==> src/rtl/basic_pwm_if.sv <==
// Control-side bundle for basic_pwm: the requested duty and the PWM waveform.
interface basic_pwm_if #(
    parameter int unsigned R = 8
);
    logic [R-1:0] duty;
    logic         pwm_out;

    // Register/control side: supplies duty, observes the waveform.
    modport master (
        output duty,
        input  pwm_out
    );

    // PWM block side.
    modport slave (
        input  duty,
        output pwm_out
    );
endinterface

==> src/rtl/basic_pwm.sv <==
// Free-running counter PWM. One period every 2^R cycles; the output is high
// for duty_act cycles at the start of each period. The requested duty is
// buffered and only adopted on the last cycle of a period, so a running
// period is never cut short or extended. pwm_out is registered and lags the
// counter by one cycle.
module basic_pwm #(
    parameter int unsigned R = 8
) (
    input  logic       clk,
    input  logic       reset_n,   // active-high synchronous reset despite the name
    basic_pwm_if.slave bus
);

    localparam logic [R-1:0] CNT_MAX = '1;
    localparam logic [R-1:0] CNT_ONE = {{(R-1){1'b0}}, 1'b1};

    logic [R-1:0] cnt_q, cnt_d;
    logic [R-1:0] duty_act_q, duty_act_d;
    logic         pwm_q, pwm_d;

    // Next-state: wrap-around count, boundary-only duty load, compare for output.
    always_comb begin
        cnt_d      = cnt_q + CNT_ONE;
        duty_act_d = (cnt_q == CNT_MAX) ? bus.duty : duty_act_q;
        pwm_d      = (cnt_q < duty_act_q);
    end

    // State registers; reset restarts the period with an all-low duty.
    always_ff @(posedge clk) begin
        if (reset_n) begin
            cnt_q      <= '0;
            duty_act_q <= '0;
            pwm_q      <= 1'b0;
        end else begin
            cnt_q      <= cnt_d;
            duty_act_q <= duty_act_d;
            pwm_q      <= pwm_d;
        end
    end

    assign bus.pwm_out = pwm_q;

endmodule

==> src/flat_wrapper.sv <==
// flat-port wrapper written by rule: the top's interface ports become plain ports
module basic_pwm_flat 
#(
    parameter int unsigned R = 8
)
  (clk, reset_n, bus_duty, bus_pwm_out);
  basic_pwm_if #(.R(R)) bus_i ();
  input  logic clk;
  input  logic reset_n;
  input wire logic [$bits(bus_i.duty)-1:0] bus_duty;
  output wire logic [$bits(bus_i.pwm_out)-1:0] bus_pwm_out;
  assign bus_i.duty = bus_duty;
  assign bus_pwm_out = bus_i.pwm_out;
  basic_pwm #(.R(R)) u_core (.clk(clk), .reset_n(reset_n), .bus(bus_i));
endmodule
==> config.mk <==
export PLATFORM = sky130hd
export DESIGN_NAME = basic_pwm_flat
export DESIGN_NICKNAME = d
export VERILOG_FILES = /design/src/rtl/basic_pwm_if.sv /design/src/rtl/basic_pwm.sv /design/src/flat_wrapper.sv
export SDC_FILE = /design/constraint.sdc
export NUM_CORES = 1
export LEC_CHECK = 0
export CELL_PAD_IN_SITES_DETAIL_PLACEMENT = 0
export CELL_PAD_IN_SITES_GLOBAL_PLACEMENT = 1
export CORE_MARGIN = 3
export CORE_UTILIZATION = 40
export DETAILED_ROUTE_END_ITERATION = 8
export HOLD_SLACK_MARGIN = 0.1
export PLACE_DENSITY_LB_ADDON = 0.1
export SLEW_MARGIN = 5
export SYNTH_ARGS = -nofsm -noshare
export SYNTH_HDL_FRONTEND = slang
export SYNTH_SLANG_ARGS = --single-unit
==> constraint.sdc <==
create_clock -name clk -period 2.1 [get_ports clk]
set_clock_uncertainty 0.15 [all_clocks]
set_input_delay 0.42 -clock clk [delete_from_list [all_inputs] [get_ports clk]]
set_output_delay 0.42 -clock clk [all_outputs]
set_load 0.005 [all_outputs]
==> results.toml <==
[critical_path]
critical_path_class = "flip-flop to flip-flop"
r2r_start = "u_core.duty_act_q[3]"
critical_path_required_ns = 2.12
rr_endpoint = "u_core.bus.pwm_out"
cp.arrival_ns = 1.69
reg2reg_slack_ns = 0.43
cp-start-kind = "flip-flop"
crit_start = "u_core.duty_act_q[3]"
endpoint_kind = "flip-flop"
rr_worst_depth = 5
crit_end = "u_core.bus.pwm_out"
crit_fanout = 2

[floorplanning]
fp.dieH_um = 52.4
rows = 16
die_w_um = 52.4
coreArea_sq_um = 2000
num_io_pins = 11
die-area_sq_um = 2740
start_util_pct = 43.0

[sta]
fin_crit_sh_pct = 79.6
setup_violations = 0
rsz0062_at_grt = "false"
tightestPinTransition_ns = 0.468
layout_min_cycle_time_ns = 1.67
fmax_mhz = 598
hold_viol = 0
maxSlewViolCount = 0
relSlewSlack_pct = 68.7
finalSetupTns_ns = 0

[status]
status = "finished, final reports clean"

[job]
max-cap-violations = 0

[clock_tree]
numCtsBuffers = 3
worstSkewPairLatency_ns = 0.28
clock-sinks = 17
post_cts_buffers = 0
holdBufCountCts = 0
tritoncts = "yes"
clock_path_buffers = 2
root_buffer = "clkbuf_4"
clkTransAtPathRegs_ns = 0.09
cts_resized = 0
htree_levels = 1

[cells_and_area]
final_common_cell = "dfxtp_1"
final_cell_mix = "dfxtp_1, nand2b_1, clkdlybuf4s50_1"
fin_cells = 132
regArea_sq_um = 340
layout-drive-gt1-share_pct = 6.67
area_delta_synth_final_pct = 19.5
nets = 124
fillerInstances = 195
multi_input_area_sq_um = 487
n_antenna_cell = 0

[drt]
routed_wl_um = 1410
vias = 642
viasPerCell = 4.86
drtPass1Iterations = 2
wl_per_cell_um = 10.7
drtAntennaViolNets = 0
drt_iter0_markers = 6
drc = 0

[pwr]
fin_total_pwr_uw = 559
ir_drop_v = 0.000256
power_per_cell_area_nw_per_um2 = 543
power.leakage_nw = 0.351

[grt]
grt_max_degree = 19
grt_pass1_vias = 655
grt_pass1_wl_um = 2730
antenna_found_initial = 0
gr-total-overflow = 0
grt_util_all_layers_pct = 13.6

[logic_synthesis]
syn_inst = 91
syn_avg_cell_area_sq_um = 9.46
synth.distinct_cells = 22
yosys_warnings = 0
yosysSeqAreaShare_pct = 39.5
syn-cell-area_sq_um = 861
synth-seq-cells = 17
syn-num-nets = 109

[placement]
place.gp.congestion = 0.691
dpl.hpwl_um = 1080
dp_cells = 128
port_buffers = 10

[worst_hold_path]
holdCritPathClass = "flip-flop to flip-flop"
==> per-layer routing <==
metal | vias up | global-route usage (%) | share of wire [%]
li1 | 339 | - | -
met1 | 289 | 16.1 | 48
met2 | 10 | 23.1 | 46
met3 | 4 | 2.85 | 3.7
met4 | 0 | 6.38 | 1.9
met5 | - | 0 | 0
==> synth_stat cells, drive strengths merged <==
cell / number / area share [%]
nor2: 5 / 3.1
inv: 7 / 3.1
o2111a: 1 / 1.3
nor3b: 1 / 0.87
ha: 8 / 12
nand4: 1 / 1.5
a2111oi: 1 / 1.0
a211oi: 1 / 0.87
dfxtp: 17 / 40
xnor2: 1 / 1.0
clkbuf: 2 / 0.87
o21ai: 4 / 2.3
nand2: 2 / 0.87
a21oi: 4 / 2.3
or3: 3 / 2.2
nand2b: 16 / 12
nor2b: 2 / 1.5
xor2: 2 / 2.0
mux2i: 8 / 9.3
nand3: 4 / 2.3
o211ai: 1 / 0.87
==> through the flow <==
stage	setup slack (ns)	hold slack, ns	utilization, %	area [sq um]
2_1_floorplan	0.537	0.280	-	861
3_3_place_gp	0.348	0.307	50.1	1000
3_5_place_dp	0.300	0.314	50.1	1000
4_1_cts	0.399	0.331	51.4	1030
5_1_grt	0.196	0.353	51.4	1030
6_report	0.428	0.326	51.4	1030
==> flip-flops by register name, indices dropped and copies added, names as in the netlist <==
register,count
u_core.cnt_q,8
u_core.duty_act_q,8
u_core.bus.pwm_out,1
==> worst max-delay path, cell delays in order, from the launching register on <==
cell and delay [ns]:
dfxtp_1 0.34, inv_1 0.05, ha_1 0.29, a211oi_1 0.21, o21ai_0 0.13, a2111oi_0 0.38
==> report_power, final <==
part / leakage [nW] / switching, mW / internal, mW
Combinational: 0.198 / 0.0186 / 0.0350
Clock: 0.0150 / 0.0966 / 0.0737
Sequential: 0.138 / 0.00612 / 0.329
Total: 0.351 / 0.121 / 0.438
==> how the worst min path moves through the flow <==
stage,startpoint,end,slack (ns),cells after the start
6_report,u_core.duty_act_q[5],u_core.duty_act_q[5],0.33,2
5_1_grt,u_core.duty_act_q[5],u_core.duty_act_q[5],0.35,2
4_1_cts,u_core.duty_act_q[5],u_core.duty_act_q[5],0.33,2
3_5_place_dp,u_core.duty_act_q[0],u_core.duty_act_q[0],0.31,2
3_3_place_gp,u_core.cnt_q[0],u_core.cnt_q[0],0.31,1
2_1_floorplan,u_core.cnt_q[0],u_core.cnt_q[0],0.28,1
==> layout make-up <==
cell class | instances | area share, %
Multi-Input combinational cell | 65 | 47.3
Sequential cell | 17 | 33.1
Timing Repair Buffer | 12 | 11.2
Tap cell | 27 | 3.28
Clock buffer | 4 | 2.55
Inverter | 7 | 2.55
==> kinds of logic after synthesis <==
| kind of cell | share of synthesized area [%] |
|---|---|
| AO/OA/AOI/OAI | 8.72 |
| XOR/XNOR | 3.05 |
| adder cells (fa/ha/maj) | 11.6 |
| buffers and inverters | 3.93 |
| flip-flops | 39.5 |
| multiplexers | 9.30 |
| AND/OR/NAND/NOR | 23.8 |
(Power assumes the default switching activity.)
